**src/rtl/mem_port_arbiter_pkg.sv**
```systemverilog
// Shared state/owner encodings and latency-counter width for the memory port arbiter.
package mem_port_arbiter_pkg;

  typedef enum logic [1:0] {
    ST_IDLE  = 2'd0,
    ST_ISSUE = 2'd1,
    ST_WAIT  = 2'd2,
    ST_RESP  = 2'd3
  } state_t;

  typedef enum logic {
    OWN_FETCH = 1'b0,
    OWN_DATA  = 1'b1
  } owner_t;

  localparam int LAT_W = 4;

endpackage

```
**src/rtl/rr_arb2.sv**
```systemverilog
// Two-input round-robin pick (bit0 = fetch, bit1 = data); purely combinational, no latency.
// On a conflict the side that did not win last time is chosen; no backpressure of its own.
module rr_arb2
  import mem_port_arbiter_pkg::*;
(
  input  logic [1:0] req,
  input  owner_t     last_owner,
  output logic [1:0] grant,
  output logic       conflict
);

  always_comb begin
    conflict = req[0] & req[1];
    grant    = req;
    if (conflict) begin
      grant = (last_owner == OWN_FETCH) ? 2'b10 : 2'b01;
    end
  end

endmodule

```
**src/rtl/mem_port_arbiter.sv**
```systemverilog
// Serialises fetch and load/store requests onto one single-port memory; req edge -> gnt +1, rvalid +2+MEM_LAT.
// Requests are held by the requester until gnt; one transaction per MEM_LAT+2 cycles, arbitration only in IDLE/RESP.
module mem_port_arbiter
  import mem_port_arbiter_pkg::*;
#(
  parameter int ADDR_W  = 32,
  parameter int DATA_W  = 32,
  parameter int MEM_LAT = 1
) (
  input  logic              clk,
  input  logic              rst,
  input  logic              if_req,
  input  logic [ADDR_W-1:0] if_addr,
  output logic              if_gnt,
  output logic              if_rvalid,
  output logic [DATA_W-1:0] if_rdata,
  input  logic              d_req,
  input  logic              d_we,
  input  logic [ADDR_W-1:0] d_addr,
  input  logic [DATA_W-1:0] d_wdata,
  output logic              d_gnt,
  output logic              d_rvalid,
  output logic [DATA_W-1:0] d_rdata,
  output logic [ADDR_W-1:0] Address,
  output logic              MemRead,
  output logic              MemWrite,
  output logic [DATA_W-1:0] Write_data,
  input  logic [DATA_W-1:0] Read_data,
  output logic [31:0]       conflict_cnt
);

  state_t            state, state_nxt;
  owner_t            owner, last_owner;
  logic              we_q;
  logic [ADDR_W-1:0] addr_q;
  logic [DATA_W-1:0] wdata_q;
  logic [LAT_W-1:0]  lat_cnt;
  logic [DATA_W-1:0] if_rdata_q, d_rdata_q;
  logic [1:0]        grant;
  logic              conflict;
  logic              arb_cyc, take;

  rr_arb2 u_rr_arb2 (
    .req        ({d_req, if_req}),
    .last_owner (last_owner),
    .grant      (grant),
    .conflict   (conflict)
  );

  assign arb_cyc = (state == ST_IDLE) || (state == ST_RESP);
  assign take    = arb_cyc && (|grant);

  always_ff @(posedge clk or posedge rst) begin
    if (rst) state <= ST_IDLE;
    else     state <= state_nxt;
  end

  always_comb begin
    state_nxt = state;
    if_gnt    = 1'b0;
    d_gnt     = 1'b0;
    MemRead   = 1'b0;
    MemWrite  = 1'b0;
    if_rvalid = 1'b0;
    d_rvalid  = 1'b0;
    case (state)
      ST_IDLE: state_nxt = take ? ST_ISSUE : ST_IDLE;
      ST_ISSUE: begin
        if_gnt    = (owner == OWN_FETCH);
        d_gnt     = (owner == OWN_DATA);
        MemRead   = !we_q;
        MemWrite  = we_q;
        state_nxt = ST_WAIT;
      end
      ST_WAIT: if (lat_cnt == '0) state_nxt = ST_RESP;
      ST_RESP: begin
        if_rvalid = (owner == OWN_FETCH);
        d_rvalid  = (owner == OWN_DATA);
        state_nxt = take ? ST_ISSUE : ST_IDLE;
      end
      default: state_nxt = ST_IDLE;
    endcase
  end

  // Request fields are captured only on the accepting edge; later input changes are ignored.
  always_ff @(posedge clk or posedge rst) begin
    if (rst) begin
      owner      <= OWN_FETCH;
      last_owner <= OWN_FETCH;
      we_q       <= 1'b0;
      addr_q     <= '0;
      wdata_q    <= '0;
      lat_cnt    <= '0;
      if_rdata_q <= '0;
      d_rdata_q  <= '0;
    end else begin
      if (take) begin
        owner      <= grant[1] ? OWN_DATA : OWN_FETCH;
        last_owner <= grant[1] ? OWN_DATA : OWN_FETCH;
        addr_q     <= grant[1] ? d_addr : if_addr;
        we_q       <= grant[1] & d_we;
        if (grant[1]) wdata_q <= d_wdata;
      end
      if (state == ST_ISSUE) lat_cnt <= LAT_W'(MEM_LAT - 1);
      if (state == ST_WAIT) begin
        if (lat_cnt == '0) begin
          if (owner == OWN_FETCH) if_rdata_q <= Read_data;
          else                    d_rdata_q  <= we_q ? '0 : Read_data;
        end else begin
          lat_cnt <= lat_cnt - 1'b1;
        end
      end
    end
  end

  always_ff @(posedge clk or posedge rst) begin
    if (rst)                                              conflict_cnt <= '0;
    else if (arb_cyc && conflict && conflict_cnt != '1)   conflict_cnt <= conflict_cnt + 32'd1;
  end

  assign Address    = addr_q;
  assign Write_data = wdata_q;
  assign if_rdata   = if_rdata_q;
  assign d_rdata    = d_rdata_q;

endmodule
```
**config.mk**
```make
export PLATFORM = sky130hd
export DESIGN_NAME = mem_port_arbiter
export DESIGN_NICKNAME = d
export VERILOG_FILES = /design/src/rtl/mem_port_arbiter_pkg.sv /design/src/rtl/rr_arb2.sv /design/src/rtl/mem_port_arbiter.sv
export SDC_FILE = /design/constraint.sdc
export NUM_CORES = 1
export LEC_CHECK = 0
export BUFFER_PORTS_ARGS = -buffer_cell sky130_fd_sc_hd__buf_2
export CAP_MARGIN = 25
export CORE_ASPECT_RATIO = 0.5
export CORE_UTILIZATION = 42
export CTS_BUF_LIST = sky130_fd_sc_hd__clkbuf_4
export DETAILED_ROUTE_END_ITERATION = 10
export PLACE_DENSITY_LB_ADDON = 0.15
export SLEW_MARGIN = 20
export SYNTH_ARGS = -nofsm -noshare
export SYNTH_HDL_FRONTEND = slang
export SYNTH_HIERARCHICAL = 1
export SYNTH_SLANG_ARGS = --single-unit
```
**constraint.sdc**
```tcl
create_clock -name clk -period 12 [get_ports clk]
set_clock_uncertainty 0.05 [all_clocks]
set_input_delay 0.6 -clock clk [delete_from_list [all_inputs] [get_ports clk]]
set_output_delay 0.6 -clock clk [all_outputs]
set_load 0.05 [all_outputs]
```
==> impl_summary.log, run 1 <==
INFO  metric grt_max_degree = 100
INFO  metric clock_insertion_delay_worst_skew = 0.54 ns
INFO  metric cp_startpoint_kind = flip-flop
INFO  metric cts.path.max_buffers = 2
INFO  metric rsz0062_at_grt = no
INFO  metric num-fill-cells = 1502
INFO  metric worst_r2r_endpoint = if_rdata[5]
INFO  metric critical_path.endpoint_type = flip-flop
INFO  metric rr_worst_depth = 7
INFO  metric setup.worst_path.class = flip-flop to flip-flop
INFO  metric place.port_buffers = 298
INFO  metric share_of_cells_above_drive_strength_1 = 45.54%
INFO  metric clockPowerShare = 12.3%
INFO  metric ctsHoldBuffers = 0
INFO  metric die_width = 187.2 µm
INFO  metric placementRows = 33
INFO  metric setup_total_negative_slack = 0 ns
INFO  metric cts.repair.resized = 0
INFO  metric design_power_total = 2876 µW
INFO  metric max_clock_freq = 404.2 MHz
INFO  metric synth-seq-cells = 168
INFO  metric total_switching_power = 1501 µW
INFO  metric max-vdd-ir-drop = 166.8 µV
INFO  metric die_footprint = 17720 µm²
INFO  metric mostFrequentLayoutCell = sky130_fd_sc_hd__buf_2
INFO  metric synth-simple-area-share = 14.31%
INFO  metric syn-mean-instance-area = 11.75 µm²
INFO  metric setup_viol = 0
INFO  metric synthesis.instances = 613
INFO  metric antenna_violations_before_repair = 1
INFO  metric cells_along_the_critical_path = inv_1 > ha_1 > inv_1 > nor4_4 > buf_6 > buf_4 > mux2_2
INFO  metric finalCriticalPeriod = 2.474 ns
INFO  metric remaining_drc_errors = 0
INFO  metric crit_path_slowest_cell = sky130_fd_sc_hd__nor4_4
INFO  metric io_pins = 299
INFO  metric hold_viol_final = 0
INFO  metric report.final.slew_viol_count = 0
INFO  metric comb_power_share = 55.6%
INFO  metric tightest_slew = 0.9233 ns
INFO  metric total_routing_usage_gr = 19.16%
INFO  metric drt_iter0_markers = 229
INFO  metric postLayoutSetupSlackWorst = 9.526 ns
INFO  metric synth-adder-area-share = 0.8682%
INFO  metric worst_path_clk_slew = 0.15 ns
INFO  metric number_of_nets_produced_by_synthesis = 751
INFO  metric worstPathRequired = 12.37 ns
INFO  metric vias_in_the_first_global_route = 5232
INFO  metric worst_path_most_repeated_cell = sky130_fd_sc_hd__inv_1
INFO  metric drv.max_cap_violation_count = 0
INFO  metric leakagePower = 0.004770 µW
INFO  metric rr_startpoint = state[0]
INFO  metric detailedRoute.firstPassIterationCount = 4
INFO  metric final-instance-count-excl-fill = 1148
INFO  metric ys_seq_area_share = 58.34%
INFO  metric critical_path_arrival = 2.85 ns
INFO  metric placed_cell_area = 8931 µm²
INFO  metric crit_path_max_incr_delay = 0.52 ns
INFO  metric synth_xor_xnor_area_share = 3.768%
INFO  metric synth-edff-count = 0
INFO  metric die_y = 94.62 µm
INFO  metric via_count = 5459
INFO  metric overflow = 0
INFO  metric net_sw_share = 52.18%
INFO  metric core_region_area = 16560 µm²
INFO  metric clock-sinks = 168
INFO  metric min-delay-path-class = input port to asynchronous set/reset pin
INFO  metric relSlewSlack = 38.44%
INFO  metric synthesis.yosys.warnings = 6
INFO  metric final.period_utilization = 20.61%
INFO  metric postCtsSetupBuffers = 0
INFO  metric setup.worst_path.start = state[0]
INFO  metric synth-compound-area-share = 5.730%
INFO  metric synthToLayoutAreaGrowth = 28.60%
INFO  metric crit_end = if_rdata[5]
INFO  metric cts_inserted_buffers = 17
INFO  metric avgViaCountPerCell = 4.755
INFO  metric multiInputGateArea = 2872 µm²
INFO  metric tritoncts = yes
INFO  metric power.internal = 1375 µW
INFO  metric dp_slack = 9.209 ns
INFO  metric finalWirelength = 16880 µm
INFO  metric cellPowerDensity = 310.4 nW/µm²
INFO  metric ant_nets = 0
INFO  metric cts_root_buf = sky130_fd_sc_hd__clkbuf_4
INFO  metric average_routed_wire_per_standard_cell = 14.70 µm
INFO  metric post_synth_instance_area = 7206 µm²
INFO  metric design_area = 9266 µm²
INFO  metric initial_core_util = 43.52%
INFO  metric outcome = finished clean
INFO  metric crit_fanout = 17
INFO  metric gp_congestion = 0.7671
INFO  metric yosys-mux-area-fraction = 14.74%
INFO  metric grt_pass1_wl = 26740 µm
INFO  metric layout.cells.most_common_list = sky130_fd_sc_hd__buf_2 (298), sky130_fd_sc_hd__dfrtp_1 (168), sky130_fd_sc_hd__nand2_1 (85)
INFO  metric reg2reg_setup_slack = 9.53 ns
INFO  metric pwr-share-seq = 32.1%
INFO  metric count_of_placed_standard_cells_including_taps = 1113
INFO  metric post_layout_net_count = 1045
INFO  metric synth_top_family_by_area = multiplexers
INFO  metric detailed_placer_s_ending_hpwl = 12080 µm
INFO  metric seqCellArea = 4204 µm²
INFO  metric number_of_distinct_standard_cells_referenced_by_the_synthesized_netlist = 43
INFO  metric async_flop_share = 100.0%
INFO  metric synth_flop_cell = sky130_fd_sc_hd__dfrtp_1
INFO  metric htreeDepth = 4
[worst min path at each step]
stage / cells past startpoint / endpoint / slack [ns]
after floorplan: 1 / lat_cnt[0] / 0.43
after global placement: 2 / d_rdata[28] / 0.41
after detailed placement: 2 / d_rdata[18] / 0.42
after CTS: 2 / d_rdata[23] / 0.17
after global routing: 2 / Write_data[3] / 0.17
final: 2 / if_rdata[21] / 0.13
[cell usage after synthesis (2+ instances only)]
library cell | number | area [µm²]
sky130_fd_sc_hd__and3_2 | 4 | 30.03
sky130_fd_sc_hd__ha_1 | 5 | 62.56
sky130_fd_sc_hd__nor4b_1 | 2 | 17.52
sky130_fd_sc_hd__or2_2 | 2 | 12.51
sky130_fd_sc_hd__clkbuf_1 | 21 | 78.83
sky130_fd_sc_hd__inv_1 | 8 | 30.03
sky130_fd_sc_hd__nor2_1 | 7 | 26.28
sky130_fd_sc_hd__or3_1 | 2 | 12.51
sky130_fd_sc_hd__dfrtp_1 | 168 | 4204
sky130_fd_sc_hd__a21boi_1 | 2 | 15.01
sky130_fd_sc_hd__nor3_1 | 3 | 15.01
sky130_fd_sc_hd__nand2_1 | 85 | 319.1
sky130_fd_sc_hd__nand4_1 | 9 | 56.30
sky130_fd_sc_hd__mux2_2 | 64 | 720.7
sky130_fd_sc_hd__mux2i_1 | 33 | 330.3
sky130_fd_sc_hd__o21ai_0 | 69 | 345.3
sky130_fd_sc_hd__nor2b_1 | 3 | 18.77
sky130_fd_sc_hd__and3_1 | 7 | 43.79
sky130_fd_sc_hd__buf_2 | 6 | 30.03
sky130_fd_sc_hd__nand3b_1 | 2 | 15.01
sky130_fd_sc_hd__nand2b_1 | 33 | 206.5
sky130_fd_sc_hd__buf_1 | 3 | 11.26
sky130_fd_sc_hd__xnor2_1 | 17 | 148.9
sky130_fd_sc_hd__nand3_1 | 14 | 70.07
sky130_fd_sc_hd__xor2_1 | 14 | 122.6
sky130_fd_sc_hd__nor4_1 | 8 | 50.05
sky130_fd_sc_hd__and2_1 | 6 | 37.54
[routing by layer]
layer	track usage [%]	vias up	wire (µm)
met5	0	-	0
met3	5.203	15	923
met4	5.396	0	171
met1	24.74	2587	7579
li1	-	2694	-
met2	32.00	163	8206
[registers in the layout, indices dropped and copies added, names as in the netlist]
| signal | count |
|---|---|
| Address | 32 |
| Write_data | 32 |
| conflict_cnt | 32 |
| d_rdata | 32 |
| if_rdata | 32 |
| lat_cnt | 4 |
| state | 2 |
| last_owner | 1 |
| we_q | 1 |
[power groups by stage]
stage | Combinational, µW | Clock [µW] | Sequential, µW
after floorplan | 468 | 0 | 1690
after global placement | 1580 | 0 | 935
after detailed placement | 1600 | 0 | 942
after CTS | 1600 | 368 | 931
after global routing | 1690 | 390 | 955
final | 1600 | 353 | 923
[worst max-delay path, delay by kind of cell, from the launching register on]
kind | cells | cell delay (ns)
adders and majority gates | 1 | 0.28
buffers and inverters | 4 | 0.70
DFF | 1 | 0.44
muxes | 1 | 0.37
and+or+nand+nor | 1 | 0.52
[through the flow]
stage / hold WS [ns] / util (%)
after floorplan: 0.4266 / -
after global placement: 0.4069 / 53.94
after detailed placement: 0.4152 / 53.94
after CTS: 0.1670 / 55.79
after global routing: 0.1664 / 55.97
final: 0.1328 / 55.97
[cell type report]
type                            instances  area share [%]
Antenna cell                            1         0.02701
Clock buffer                           21           1.701
Tap cell                              227           3.065
Inverter                                8          0.3781
Multi-Input combinational cell        406           30.99
Sequential cell                       168           45.37
Timing Repair Buffer                  306           16.86
Clock inverter                         11           1.607
[cell families (layout without fill, tap and decap cells)]
group                      count (synthesis)  after routing
and+or+nand+nor                          195            195
DFF                                      168            168
muxes                                     98             98
AOI/OAI and AO/OA                         77             77
buffers and inverters                     39            346
xor gates and xnor gates                  31             31
adders and majority gates                  5              5
other                                      0              1
Note: power is estimated with default switching activity, not from simulation.
==> run 2, diff against run 1 <==
- clock period: 12 -> 2.15 ns (I/O delays scaled with it)
==> impl_summary.log, run 2 (synthesis results as in run 1) <==
INFO  metric outcome = finished clean
INFO  metric io_pins = 299 (unchanged)
INFO  metric avgViaCountPerCell = 4.769 (+0.29%)
INFO  metric detailed_placer_s_ending_hpwl = 12050 µm (-0.25%)
INFO  metric leakagePower = 0.005378 µW (+13%)
INFO  metric postLayoutSetupSlackWorst = 0.1062 ns (-9.420 ns)
INFO  metric max-vdd-ir-drop = 882.7 µV (+430%)
INFO  metric initial_core_util = 43.52% (unchanged)
INFO  metric final-instance-count-excl-fill = 1285 (+12%)
INFO  metric detailedRoute.firstPassIterationCount = 5 (+1)
INFO  metric die_width = 187.2 µm (unchanged)
INFO  metric place.port_buffers = 298 (unchanged)
INFO  metric count_of_placed_standard_cells_including_taps = 1122 (+0.81%)
INFO  metric total_switching_power = 8520 µW (+470%)
INFO  metric relSlewSlack = 55.59% (+17 points)
INFO  metric placementRows = 33 (unchanged)
INFO  metric worst_hold_startpoint = if_req
INFO  metric max_clock_freq = 489.3 MHz (+21%)
INFO  metric mostFrequentLayoutCell = sky130_fd_sc_hd__buf_2
INFO  metric design_power_total = 16480 µW (+470%)
INFO  metric antennaDiodeCount = 0 (-1)
INFO  metric clockPowerShare = 11.7% (-0.6 points)
INFO  metric pwr-share-seq = 31.3% (-0.8 points)
INFO  metric synthToLayoutAreaGrowth = 48.65%
INFO  metric finalCriticalPeriod = 2.044 ns (-0.4299 ns)
INFO  metric net_sw_share = 51.71% (-0.48 points)
INFO  metric tightest_slew = 0.6662 ns (-0.2572 ns)
INFO  metric vias_in_the_first_global_route = 6211 (+19%)
INFO  metric cp_startpoint_kind = flip-flop
INFO  metric die_y = 94.62 µm (unchanged)
INFO  metric clock-sinks = 168 (unchanged)
INFO  metric setup.worst_path.class = flip-flop to flip-flop
INFO  metric critical_path.endpoint_type = flip-flop
INFO  metric core_region_area = 16560 µm² (unchanged)
INFO  metric report.final.slew_viol_count = 0 (unchanged)
INFO  metric via_count = 6128 (+12%)
INFO  metric total_routing_usage_gr = 21.82% (+2.7 points)
INFO  metric grt_max_degree = 94 (-6.0%)
INFO  metric remaining_drc_errors = 0 (unchanged)
INFO  metric crit_fanout = 16 (-1)
INFO  metric final.period_utilization = 95.06% (+74 points)
INFO  metric layout.cells.most_common_list = sky130_fd_sc_hd__buf_2 (298), sky130_fd_sc_hd__dfrtp_1 (167), sky130_fd_sc_hd__dlygate4sd3_1 (130)
INFO  metric cts.path.max_buffers = 2 (unchanged)
INFO  metric hold_viol_final = 0 (unchanged)
INFO  metric antenna_violations_before_repair = 0 (-1)
INFO  metric drv.max_cap_violation_count = 0 (unchanged)
INFO  metric critical_path_arrival = 2.41 ns (-0.44 ns)
INFO  metric finalWirelength = 19340 µm (+15%)
INFO  metric grt_pass1_wl = 30480 µm (+14%)
INFO  metric cellPowerDensity = 1538 nW/µm² (+400%)
INFO  metric ant_nets = 0 (unchanged)
INFO  metric post_layout_net_count = 1184 (+13%)
INFO  metric fin_util = 64.69% (+8.7 points)
INFO  metric setup_total_negative_slack = 0 ns (unchanged)
INFO  metric rr_startpoint = last_owner
INFO  metric die_footprint = 17720 µm² (unchanged)
INFO  metric htreeDepth = 4 (unchanged)
INFO  metric average_routed_wire_per_standard_cell = 15.05 µm (+2.4%)
INFO  metric worstPathRequired = 2.51 ns (-9.86 ns)
INFO  metric comb_power_share = 57.0% (+1.4 points)
INFO  metric cts_inserted_buffers = 17 (unchanged)
INFO  metric worst_path_clk_slew = 0.13 ns (-0.02 ns)
INFO  metric gp_congestion = 0.7820 (+1.9%)
INFO  metric min-delay-path-class = input port to flip-flop
INFO  metric rsz0062_at_grt = no
INFO  metric cts_root_buf = sky130_fd_sc_hd__clkbuf_4
INFO  metric dp_slack = 0.1428 ns (-9.066 ns)
INFO  metric setup.worst_path.start = last_owner
INFO  metric clock_insertion_delay_worst_skew = 0.54 ns (about the same)
INFO  metric power.internal = 7958 µW (+480%)
INFO  metric share_of_cells_above_drive_strength_1 = 40.17% (-5.4 points)
INFO  metric setup_viol = 0 (unchanged)
INFO  metric tritoncts = yes
INFO  metric drt_iter0_markers = 204 (-11%)
INFO  metric overflow = 0 (unchanged)
## run 2: stage by stage
step | cell area, µm² | hold WS (ns)
after floorplan | 7209 | 0.1922
after global placement | 9085 | 0.2489
after detailed placement | 9085 | 0.2502
after CTS | 10680 | 0.02209
after global routing | 10710 | 0.06605
final | 10710 | 0.09509
## run 2: critical path, cell delays in order, from the launching register on
cell and delay (ns):
sky130_fd_sc_hd__dfrtp_2 0.51, sky130_fd_sc_hd__a21boi_4 0.27, sky130_fd_sc_hd__clkbuf_16 0.26, sky130_fd_sc_hd__mux2i_1 0.20, sky130_fd_sc_hd__dlygate4sd3_1 0.57, sky130_fd_sc_hd__o21ai_0 0.07
## run 2: path summary, 6_finish.rpt
check                                        end  depth (start not counted)  slack (ns)
worst max register to register       Address[31]                          5        0.11
worst min-delay path                        we_q                          5         0.1
worst max-delay path                 Address[31]                          5        0.11
worst min register to register  conflict_cnt[23]                          1        0.44
max in group asynchronous            Address[16]                          4        1.39
min in group asynchronous       conflict_cnt[28]                          4        0.20
## run 2: per-layer routing
layer / part of all wire (%) / track usage [%]
met1: 42 / 25.93
met2: 50 / 38.75
met3: 6.3 / 6.800
met4: 1.4 / 5.874
met5: 0 / 0
## run 2: cell type report
type,instances,area [µm²]
Multi-Input combinational cell,406,2872
Inverter,8,33.78
Tap cell,227,284.0
Fill cell,1350,5846
Sequential cell,168,4205
Clock inverter,13,156.4
Clock buffer,18,135.1
Timing Repair Buffer,445,3025
## run 2: power by group through the flow
stage          registers, µW  logic (µW)  clock network, µW
3_5_place_dp            5210        9160                  0
4_1_cts                 5140        9390               2000
2_1_floorplan           9440        2610                  0
6_report                5160        9400               1930
5_1_grt                 5330        9940               2120
3_3_place_gp            5150        9070                  0
## run 2: what timing repair did
item,in CTS,in global routing
hold endpoints to repair,297,0
gates resized for setup,0,1
setup buffers,0,1
setup endpoints to repair,0,23
hold buffers,130,0
==> run 3, diff against run 2 <==
- ABC_AREA: not set -> 1
==> impl_summary.log, run 3 <==
INFO  metric route.met2.wl = 12050 µm (+24%)
INFO  metric cts_root_buf = sky130_fd_sc_hd__clkbuf_4
INFO  metric overflow = 0 (unchanged)
INFO  metric total_routing_usage_gr = 25.18% (+3.4 points)
INFO  metric synth_flop_cell = sky130_fd_sc_hd__dfrtp_1
INFO  metric ant_nets = 0 (unchanged)
INFO  metric reg2reg_setup_slack = 0.29 ns (+0.18 ns)
INFO  metric clock_insertion_delay_worst_skew = 0.56 ns (+0.02 ns)
INFO  metric min-delay-path-class = input port to flip-flop
INFO  metric postLayoutSetupSlackWorst = 0.2640 ns (+0.1578 ns)
INFO  metric grt_max_degree = 69 (-27%)
INFO  metric worst_path_most_repeated_cell = sky130_fd_sc_hd__inv_1
INFO  metric setup.worst_path.class = flip-flop to primary output
INFO  metric fin_util = 61.44% (-3.3 points)
INFO  metric async_flop_share = 100.0% (unchanged)
INFO  metric cellPowerDensity = 1434 nW/µm² (-6.8%)
INFO  metric met1Wirelength = 9920 µm (+22%)
INFO  metric length_of_routed_met3_wiring = 992 µm (-19%)
INFO  metric number_of_distinct_standard_cells_referenced_by_the_synthesized_netlist = 29 (-33%)
INFO  metric gp_congestion = 0.8887 (+14%)
INFO  metric worst-path-stages = 5 (unchanged)
INFO  metric cells_along_the_critical_path = inv_1 > ha_1 > inv_1 > nor2_1 > buf_2
INFO  metric placed_cell_area = 9776 µm² (+7.6%)
INFO  metric relSlewSlack = 57.88% (+2.3 points)
INFO  metric post_synth_instance_area = 7984 µm² (+11%)
INFO  metric worstHoldPathCells = 5 (unchanged)
INFO  metric syn-mean-instance-area = 8.291 µm² (-29%)
INFO  metric die_width = 197.0 µm (+5.2%)
INFO  metric design_power_total = 16320 µW (-0.93%)
INFO  metric die_y = 99.49 µm (+5.1%)
INFO  metric avgViaCountPerCell = 4.745 (-0.50%)
INFO  metric setup_viol = 0 (unchanged)
INFO  metric synthesis.yosys.warnings = 6 (unchanged)
INFO  metric rr_worst_depth = 9 (+4)
INFO  metric max-vdd-ir-drop = 706.3 µV (-20%)
INFO  metric io_pins = 299 (unchanged)
INFO  metric synthMostInstantiatedCell = sky130_fd_sc_hd__nand2_1
INFO  metric layout.cells.most_common_list = sky130_fd_sc_hd__nand2_1 (300), sky130_fd_sc_hd__buf_2 (298), sky130_fd_sc_hd__dfrtp_1 (168)
INFO  metric tightest_slew = 0.6304 ns (-0.03576 ns)
INFO  metric synth.top_cells.by_area = sky130_fd_sc_hd__dfrtp_1 (53%), sky130_fd_sc_hd__nand2_1 (14%), sky130_fd_sc_hd__nand3_1 (5.2%), sky130_fd_sc_hd__inv_1 (4.7%), sky130_fd_sc_hd__o21ai_0 (4.1%)
INFO  metric cts_inserted_buffers = 17 (unchanged)
INFO  metric cts.repair.resized = 0 (unchanged)
INFO  metric die_footprint = 19600 µm² (+11%)
INFO  metric placementRows = 35 (+6.1%)
INFO  metric remaining_drc_errors = 0 (unchanged)
INFO  metric critical_path.endpoint_type = primary output
INFO  metric cp_startpoint_kind = flip-flop
INFO  metric ys_seq_area_share = 52.66% (-5.7 points)
INFO  metric outcome = finished clean
INFO  metric clock-sinks = 168 (unchanged)
INFO  metric dp_slack = 0.3324 ns (+0.1896 ns)
INFO  metric crit_fanout = 5 (-11)
INFO  metric critical_path_arrival = 1.73 ns (-0.68 ns)
INFO  metric hold_viol_final = 0 (unchanged)
INFO  metric setup_total_negative_slack = 0 ns (unchanged)
INFO  metric vias_in_the_first_global_route = 7987 (+29%)
INFO  metric maxUsedRoutingLayer = met4
INFO  metric tritoncts = yes
INFO  metric place.port_buffers = 298 (unchanged)
INFO  metric detailed_placer_s_ending_hpwl = 15540 µm (+29%)
INFO  metric antennaDiodeCount = 0 (unchanged)
INFO  metric core_region_area = 18520 µm² (+12%)
INFO  metric cts.path.max_buffers = 2 (unchanged)
INFO  metric critPathBufInv = 3 (+1)
INFO  metric detailedRoute.firstPassIterationCount = 5 (unchanged)
INFO  metric crit_path_slowest_cell = sky130_fd_sc_hd__dfrtp_1
INFO  metric htreeDepth = 4 (unchanged)
INFO  metric final.period_utilization = 87.72% (-7.3 points)
INFO  metric design_area = 11380 µm² (+6.2%)
INFO  metric drt_iter0_markers = 354 (+74%)
INFO  metric synth.largest_area_cell = sky130_fd_sc_hd__dfrtp_1
INFO  metric synth-edff-count = 0 (unchanged)
INFO  metric finalCriticalPeriod = 1.886 ns (-0.1578 ns)
INFO  metric drv.max_cap_violation_count = 0 (unchanged)
INFO  metric critPathTopFamily = buffers and inverters
INFO  metric postCtsSetupBuffers = 0 (unchanged)
INFO  metric ctsHoldBuffers = 131 (+0.77%)
INFO  metric antenna_violations_before_repair = 0 (unchanged)
INFO  metric synth_top_area_share = 52.66% (-5.7 points)
INFO  metric synth-seq-cells = 168 (unchanged)
INFO  metric post_layout_net_count = 1525 (+29%)
INFO  metric mostFrequentLayoutCell = sky130_fd_sc_hd__nand2_1
INFO  metric worst_path_clk_slew = 0.13 ns (about the same)
INFO  metric synthesis.instances = 963 (+57%)
INFO  metric report.final.slew_viol_count = 0 (unchanged)
INFO  metric synthToLayoutAreaGrowth = 42.55%
INFO  metric number_of_nets_produced_by_synthesis = 1101 (+47%)
INFO  metric initial_core_util = 43.10% (-0.42 points)
INFO  metric worstPathRequired = 1.99 ns (-0.52 ns)
INFO  metric grt_pass1_wl = 38800 µm (+27%)
INFO  metric leakagePower = 0.005883 µW (+9.4%)
INFO  metric rsz0062_at_grt = no
INFO  metric crit_path_max_incr_delay = 0.43 ns (-0.14 ns)
INFO  metric average_routed_wire_per_standard_cell = 14.32 µm (-4.8%)
INFO  metric synth_cell_count_leaders = sky130_fd_sc_hd__nand2_1 (300), sky130_fd_sc_hd__dfrtp_1 (168), sky130_fd_sc_hd__inv_1 (101)
INFO  metric max_clock_freq = 530.2 MHz (+8.4%)
INFO  metric via_count = 7872 (+28%)
INFO  metric finalWirelength = 23760 µm (+23%)
INFO  metric share_of_cells_above_drive_strength_1 = 26.93% (-13 points)
-- run 3: cell type report --
class                           instances  area, µm²
Fill cell                            1657       7143
Tap cell                              259      324.1
Inverter                              104      394.1
Multi-Input combinational cell        650       3184
Sequential cell                       168       4204
Clock inverter                         14      158.9
Timing Repair Buffer                  446       2980
Clock buffer                           18      135.1
-- run 3: path summary, 6_finish.rpt --
check / from / endpoint
worst max-delay path: state[1] / if_gnt
worst min-delay path: d_req / last_owner
worst max register to register: conflict_cnt[0] / conflict_cnt[25]
worst min register to register: if_rdata[0] / if_rdata[0]
max in group asynchronous: rst / Write_data[9]
min in group asynchronous: rst / Write_data[5]
-- run 3: logic make-up after synthesis --
family	synth area share, %
AND/OR/NAND/NOR	25.87
AO/OA/AOI/OAI	6.927
buffers and inverters	7.601
flip-flops	52.66
XOR/XNOR	1.646
multiplexers	4.513
adder cells (fa/ha/maj)	0.7836
-- run 3: power breakdown --
part,internal (µW),switching (µW),total (µW)
Combinational,2170,7100,9270
Sequential,4420,683,5100
Clock,734,1220,1950
Total,7320,9000,16300
-- run 3: tightest hold or removal path, stage by stage --
cell                      delay (ns)
sky130_fd_sc_hd__buf_2          0.11
sky130_fd_sc_hd__inv_1          0.11
sky130_fd_sc_hd__a21oi_4        0.05
sky130_fd_sc_hd__nand2_1        0.14
sky130_fd_sc_hd__o21ai_0        0.10
-- run 3: per-stage QoR --
step	hold slack [ns]	std cells
4_1_cts	0.003666	1659
6_report	0.06166	1659
3_5_place_dp	0.1699	1496
5_1_grt	0.01122	1659
2_1_floorplan	0.1892	963
3_3_place_gp	0.1682	1496
-- run 3: layer usage --
metal	global-route usage [%]	vias up
li1	-	3879
met1	30.24	3698
met2	44.66	228
met3	4.340	67
met4	11.45	0
met5	0	-
